--- src/rtl/hash_msg_feeder.sv ---
// Byte-stream front end for the 32-bit hash core: packs bytes into 4-byte blocks,
// appends 0x80 / zero fill / length byte and chains the core block by block.
module hash_msg_feeder #(
    parameter int CORE_LAT = 30,
    parameter int LEN_W    = 8
) (
    input  logic        clk,
    input  logic        rst_n,
    input  logic        in_valid,
    output logic        in_ready,
    input  logic [7:0]  in_data,
    input  logic        in_last,
    input  logic [31:0] iv_in,
    output logic        core_start,
    output logic [31:0] core_m,
    output logic [31:0] core_iv,
    input  logic [31:0] core_d,
    output logic [31:0] digest,
    output logic        digest_valid,
    input  logic        digest_ready
);

    localparam int CNT_W = (CORE_LAT > 2) ? $clog2(CORE_LAT) : 1;
    localparam logic [CNT_W-1:0] CNT_LOAD = CNT_W'(CORE_LAT - 1);

    typedef enum logic [2:0] {
        S_FILL,
        S_PAD,
        S_START,
        S_WAIT,
        S_CHAIN,
        S_OUT
    } state_t;

    state_t             state_q, state_d;
    logic [1:0]         idx_q, idx_d;
    logic [LEN_W-1:0]   len_q, len_d;
    logic [7:0]         msg_buf_q [4];
    logic [7:0]         msg_buf_d [4];
    logic [31:0]        iv_reg_q, iv_reg_d;
    logic [CNT_W-1:0]   cnt_q, cnt_d;
    logic               core_start_q, core_start_d;
    logic [31:0]        digest_q, digest_d;
    logic               digest_valid_q, digest_valid_d;
    logic               final_flag_q, final_flag_d;
    logic               pad_pending_q, pad_pending_d;
    logic               extra_mark_q, extra_mark_d;
    logic [7:0]         len_byte;

    assign len_byte     = 8'(len_q);
    assign in_ready     = (state_q == S_FILL);
    assign core_start   = core_start_q;
    assign core_iv      = iv_reg_q;
    assign digest       = digest_q;
    assign digest_valid = digest_valid_q;

    // byte 0 of the block sits in the most significant lane of core_m
    for (genvar gi = 0; gi < 4; gi++) begin : g_lane
        assign core_m[31-8*gi -: 8] = msg_buf_q[gi];

        always_ff @(posedge clk or negedge rst_n) begin
            if (!rst_n) begin
                msg_buf_q[gi] <= '0;
            end else begin
                msg_buf_q[gi] <= msg_buf_d[gi];
            end
        end
    end

    always_comb begin
        state_d        = state_q;
        idx_d          = idx_q;
        len_d          = len_q;
        msg_buf_d      = msg_buf_q;
        iv_reg_d       = iv_reg_q;
        cnt_d          = cnt_q;
        digest_d       = digest_q;
        digest_valid_d = digest_valid_q;
        final_flag_d   = final_flag_q;
        pad_pending_d  = pad_pending_q;
        extra_mark_d   = extra_mark_q;

        case (state_q)
            S_FILL: begin
                if (in_valid) begin
                    msg_buf_d[idx_q] = in_data;
                    len_d            = len_q + LEN_W'(1);
                    if (len_q == '0) begin
                        iv_reg_d = iv_in;
                    end
                    // on the last byte idx is left at its position for padding
                    if (in_last) begin
                        state_d = S_PAD;
                    end else if (idx_q == 2'd3) begin
                        idx_d   = 2'd0;
                        state_d = S_START;
                    end else begin
                        idx_d = idx_q + 2'd1;
                    end
                end
            end

            S_PAD: begin
                case (idx_q)
                    2'd0: begin
                        msg_buf_d[1] = 8'h80;
                        msg_buf_d[2] = 8'h00;
                        msg_buf_d[3] = len_byte;
                        final_flag_d = 1'b1;
                    end
                    2'd1: begin
                        msg_buf_d[2] = 8'h80;
                        msg_buf_d[3] = len_byte;
                        final_flag_d = 1'b1;
                    end
                    2'd2: begin
                        msg_buf_d[3]  = 8'h80;
                        pad_pending_d = 1'b1;
                        extra_mark_d  = 1'b0;
                    end
                    default: begin
                        pad_pending_d = 1'b1;
                        extra_mark_d  = 1'b1;
                    end
                endcase
                state_d = S_START;
            end

            S_START: begin
                cnt_d   = CNT_LOAD;
                state_d = S_WAIT;
            end

            S_WAIT: begin
                if (cnt_q == '0) begin
                    state_d = S_CHAIN;
                end else begin
                    cnt_d = cnt_q - CNT_W'(1);
                end
            end

            S_CHAIN: begin
                iv_reg_d = core_d;
                if (final_flag_q) begin
                    digest_d       = core_d;
                    digest_valid_d = 1'b1;
                    state_d        = S_OUT;
                end else if (pad_pending_q) begin
                    // overflow block: optional 0x80 marker, zeros, length byte
                    msg_buf_d[0]  = extra_mark_q ? 8'h80 : 8'h00;
                    msg_buf_d[1]  = 8'h00;
                    msg_buf_d[2]  = 8'h00;
                    msg_buf_d[3]  = len_byte;
                    pad_pending_d = 1'b0;
                    final_flag_d  = 1'b1;
                    state_d       = S_START;
                end else begin
                    idx_d   = 2'd0;
                    state_d = S_FILL;
                end
            end

            S_OUT: begin
                if (digest_ready) begin
                    digest_valid_d = 1'b0;
                    len_d          = '0;
                    idx_d          = 2'd0;
                    final_flag_d   = 1'b0;
                    state_d        = S_FILL;
                end
            end

            default: begin
                state_d = S_FILL;
            end
        endcase

        core_start_d = (state_d == S_START);
    end

    always_ff @(posedge clk or negedge rst_n) begin
        if (!rst_n) begin
            state_q        <= S_FILL;
            idx_q          <= '0;
            len_q          <= '0;
            iv_reg_q       <= '0;
            cnt_q          <= '0;
            core_start_q   <= 1'b0;
            digest_q       <= '0;
            digest_valid_q <= 1'b0;
            final_flag_q   <= 1'b0;
            pad_pending_q  <= 1'b0;
            extra_mark_q   <= 1'b0;
        end else begin
            state_q        <= state_d;
            idx_q          <= idx_d;
            len_q          <= len_d;
            iv_reg_q       <= iv_reg_d;
            cnt_q          <= cnt_d;
            core_start_q   <= core_start_d;
            digest_q       <= digest_d;
            digest_valid_q <= digest_valid_d;
            final_flag_q   <= final_flag_d;
            pad_pending_q  <= pad_pending_d;
            extra_mark_q   <= extra_mark_d;
        end
    end

endmodule

--- config.mk ---
export PLATFORM = sky130hd
export DESIGN_NAME = hash_msg_feeder
export DESIGN_NICKNAME = d
export VERILOG_FILES = /design/src/rtl/hash_msg_feeder.sv
export SDC_FILE = /design/constraint.sdc
export NUM_CORES = 1
export LEC_CHECK = 0
export ABC_AREA = 0
export ABC_CLOCK_PERIOD_IN_PS = 2900
export CAP_MARGIN = 20
export CORE_MARGIN = 4
export CORE_UTILIZATION = 40
export DETAILED_ROUTE_END_ITERATION = 8
export GPL_ROUTABILITY_DRIVEN = 0
export PLACE_DENSITY = 0.67
export SYNTH_ARGS = -nofsm -noshare
export SYNTH_HDL_FRONTEND = slang
export SYNTH_SLANG_ARGS = --single-unit
--- constraint.sdc ---
create_clock -name clk -period 2.9 [get_ports clk]
set_input_delay 0.87 -clock clk [delete_from_list [all_inputs] [get_ports clk]]
set_output_delay 0.87 -clock clk [all_outputs]
set_load 0.005 [all_outputs]
### After elaboration in Yosys (flattened, before gate mapping)

Index checks and enable logic that the tools add are counted.

| operators by class | value |
|---|---|
| muxes and demuxes | 46 |
| equality and inequality tests | 23 |
| add/sub/neg operators | 3 |
| reduce and logical (&&, ||, !) cells | 27 |
| bitwise logic cells | 2 |
| order comparisons | 2 |

Operators with widths:

| cell | number |
|---|---|
| 2-to-1 mux 32 bit | 5 |
| case mux 24 bit (3 select lines) | 1 |
| case mux 32 bit (2 select lines) | 1 |
| case mux 8 bit (2 select lines) | 4 |
| 2-to-1 mux 8 bit | 5 |
| bitwise mux 32 bit | 1 |
| != test 2 bit (second input constant) | 10 |
| 2-to-1 mux 3 bit | 6 |
| case mux 3 bit (6 select lines) | 1 |
| demux 8 bit (select 2 bit) | 1 |
| AND reduction 3 bit | 5 |
| AND reduction 5 bit | 3 |
| 2-to-1 mux 2 bit | 7 |
| case mux 5 bit (2 select lines) | 1 |
| nonzero test 2 bit | 5 |
| equality test 3 x 2 -> 1 bit (second input constant) | 3 |
| nonzero test 3 bit | 3 |
| adder 8 x 1 -> 8 bit (second input constant) | 1 |
| zero test 8 bit | 1 |
| 2-to-1 mux 1 bit | 7 |
| equality test 3 bit (second input constant) | 2 |
| case mux 1 bit (2 select lines) | 3 |
| case mux 2 bit (3 select lines) | 1 |
| AND reduction 2 bit | 3 |
| 21 further kinds | 23 |

| storage, ports and cells | value |
|---|---|
| output and inout port bits | 99 |
| input bits | 77 |
| logic and storage cells | 118 |
| bits in registers | 119 |

### Logic depth before layout (Yosys ltp)

| depth | value |
|---|---|
| word-level depth | 8 |
| depth in mapped cells | 7 |
| gate-level depth less buffers | 6 |

### Least setup slack after synthesis

Ideal clock, no wire load.

| path | value |
|---|---|
| kind | input -> register |
| from | input in_valid |
| to | register len_q[5] (netlist: len_byte[5]) |
| buffers on the path | 0 |
| required time | 2822 ps |
| stages on the path | 4 |
| arrival | 2109 ps |
| path slack | 714 ps |
| setup time | 78 ps |
| cells stage by stage | or3b_4 > a21o_1 > or4_1 > a21oi_1 |

| between the ends | value |
|---|---|
| word-level cells in the longest chain between the ends | 2 |

Ends and longest elaborated chain:

| item | line | text |
|---|---|---|
| start: declaration | 9 | `input logic in_valid,` |
| != test 2 bit (no line) | n/a |  |
| AND reduction 3 bit (no line) | n/a |  |
| end signal: assignment | 197 | `len_q <= len_d;` |
| end: declaration | 37 | `logic [LEN_W-1:0] len_q, len_d;` |

Every way passes these cells.
A chain may end at the register's enable or synchronous reset.

### Worst setup path after layout

| path | value |
|---|---|
| from | register state_q[2] |
| to | output in_ready |

| between the ends | value |
|---|---|
| word-level cells in the longest chain between the ends | 1 |

Ends and longest elaborated chain:

| item | line | text |
|---|---|---|
| start: declaration | 35 | `state_t state_q, state_d;` |
| start signal: assignment | 195 | `state_q <= state_d;` |
| zero test 3 bit | 51 | `assign in_ready = (state_q == S_FILL);` |
| end: declaration | 10 | `output logic in_ready,` |

Every way passes these cells.

==> flow_summary.ini <==
[detailed_routing]
drc = 0
viasPerCell = 5.30
detail_route.first_pass.iterations = 4
ant_nets = 0
routed_wl_um = 15400
drt_first_iter_violations = 172
via_count = 4381
wl_per_cell_um = 18.6

[pwr]
power_leakage_nw = 3.42
p_total_mw = 7.31
power_density_nw_per_um2 = 892
vdd_ir_drop_max_mv = 0.439

[global_routing]
grt_start_max_net_pins = 56
antenna_found_initial = 0
grt_pass1_wl_um = 25100
grt_usage_pct = 19.8
grt_overflow_total = 0
grt_pass1_vias = 4733

[synth]
ys_ff_latch = 119
async_reset_ff_share_pct = 100
syn_inst = 457
yosysWarnings = 0
ys_types = 50
yosysSeqAreaShare_pct = 53.1
syn_area_per_cell_um2 = 12.3
synth_area_um2 = 5600
synth_ff_type = dfrtp_1
synth_fp_nets = 542
synth-edff-count = 0

[worst_setup_path]
crit_type = register to output pin
worstPathCellList = nor3_1 > clkdlybuf4s50_1
critical_path_buf_inv_count = 1
max_stage_delay_ps = 550
crit_required_ps = 2030
slowest_stage = clkdlybuf4s50_1
worstPathArrival_ps = 1700
worst-path-max-fanout = 13
start_kind = register
cpLargestDelayFamily = buffers and inverters
cp-end-kind = output pin

[clock_network]
hold_buffers = 0
cts_tree = yes
root_buffer = clkbuf_16
cts_setup_buffers = 0
cts_buffers = 17
insertion_delay_ps = 420
clk_path_buf_depth = 2
cts.clk_slew.worst_paths_ps = 50
htreeDepth = 4
cts.sinks = 119
cts_resized = 0

[cells_and_area]
layout-drive-gt1-share_pct = 24.6
nets = 723
mostFrequentLayoutCells = clkdlybuf4s50_1 (174), dfrtp_1 (119), mux2_2 (106)
antenna_cells = 0
final_util_pct = 60.9
layout_commonest_cell = clkdlybuf4s50_1
syn_to_final_growth_pct = 46.2

[timing]
maxSlewHeadroom_pct = 61.4
fin_crit_ps = 2570
fin_crit_sh_pct = 88.6
worst_pin_slew_ps = 579
fin_tns_setup_ps = 0
skew_ps = 12.7
rsz0062_at_grt = no
holdWs_ps = 451
finalHoldViolCount = 0
finalSetupViolCount = 0
maxSlewViolCount = 0
fmax_ghz = 0.389

[run]
maxCapViolCount = 0

[floorplan]
core_area_um2 = 13500
rows = 42
die-width_um = 126
start_util_pct = 41.6
die_h_um = 126
fp.dieArea_um2 = 16000
ios = 176

[placement]
portBuffers = 175
place_hpwl_um = 10900

[run_status]
status = finished, final reports clean

[worst_hold_path]
hold_path.class = input pin to asynchronous set/reset pin
## worst reg2reg max path: cells and delay by family (launching register included)
| kind | cells | cell delay, ps |
|---|---|---|
| fa+ha+maj | 1 | 140 |
| buf+inv | 2 | 320 |
| mux | 1 | 380 |
| simple gates | 2 | 660 |
| compound gates | 1 | 190 |
| flops | 1 | 470 |
## cell families (layout without fill, tap and decap cells)
group / count (synthesis) / in the layout / synth area share [%]
compound gates: 74 / 74 / 9.42
xor+xnor: 8 / 8 / 1.25
fa+ha+maj: 8 / 8 / 1.79
buf+inv: 45 / 239 / 3.48
flops: 119 / 119 / 53.1
mux: 110 / 110 / 22.0
simple gates: 93 / 93 / 8.87
## state kept, by name, indices dropped and copies added, names as in the netlist
| register | count |
|---|---|
| digest | 32 |
| core_m | 32 |
| extra_mark_q | 1 |
| final_flag_q | 1 |
| digest_valid | 1 |
| core_iv | 32 |
| len_byte | 8 |
| idx_q | 2 |
| pad_pending_q | 1 |
| cnt_q | 5 |
| state_q | 3 |
| core_start | 1 |
## power by group
part	total (mW)	switching (mW)	leakage [nW]	internal [mW]
logic	2.51	0.986	1.67	1.52
registers	2.64	0.398	1.46	2.24
clock network	2.16	0.785	0.289	1.38
total	7.31	2.17	3.42	5.14
## routing by layer
metal / GRT usage, % / vias to the layer above / share of wire [%]
met2: 32.0 / 158 / 48
li1: - / 2027 / -
met4: 6.31 / 0 / 1.5
met3: 9.96 / 21 / 11
met5: 0 / - / 0
met1: 23.2 / 2175 / 40
## synthesized netlist by cell type (3+ instances only)
master	instances	share of area, %
nor3_1	7	0.63
buf_2	12	1.1
clkbuf_1	9	0.60
nor2_1	16	1.1
xnor2_1	4	0.63
o21ai_0	18	1.6
a211oi_1	4	0.54
nor2b_1	6	0.67
xor2_1	4	0.63
ha_1	8	1.8
buf_1	3	0.20
or4_1	3	0.40
nand2b_1	3	0.34
nand2_1	21	1.4
buf_4	3	0.40
nand3_1	16	1.4
and3_1	3	0.34
a21oi_1	11	0.98
mux2_2	106	21
o31ai_1	4	0.54
a22o_1	13	2.0
a32o_1	7	1.3
dfrtp_1	119	53
mux2i_1	3	0.54
inv_1	18	1.2
## final timing paths
| check | startpoint | endpoint | slack (ps) | cells after the start |
|---|---|---|---|---|
| worst max-delay path | state_q[2] | in_ready | 330 | 2 |
| worst min-delay path | rst_n | core_start | 450 | 1 |
| worst max register to register | len_byte[0] | core_iv[0] | 630 | 7 |
| worst min register to register | core_iv[2] | core_iv[2] | 490 | 1 |
| max in group asynchronous | rst_n | core_iv[23] | 1720 | 2 |
| min in group clk | core_iv[2] | core_iv[2] | 490 | 1 |
## per-stage QoR
step | setup slack, ps | std cells | area (µm²)
3_3_place_gp | 103 | 795 | 7580
5_1_grt | 241 | 827 | 8190
4_1_cts | 307 | 827 | 8190
2_1_floorplan | 714 | 457 | 5600
6_report | 331 | 827 | 8190
3_5_place_dp | 63.8 | 795 | 7580
## area by class of cell
cell class              count  area (µm²)
multi-input cells         293        2440
fillers                  1113        5260
clock buffers              18         439
repair buffers            189        1880
flip-flops and latches    119        2980
inverters                  18        67.6
well taps                 176         220
clock inverters            14         174
Power figures use the tool's default switching activity.
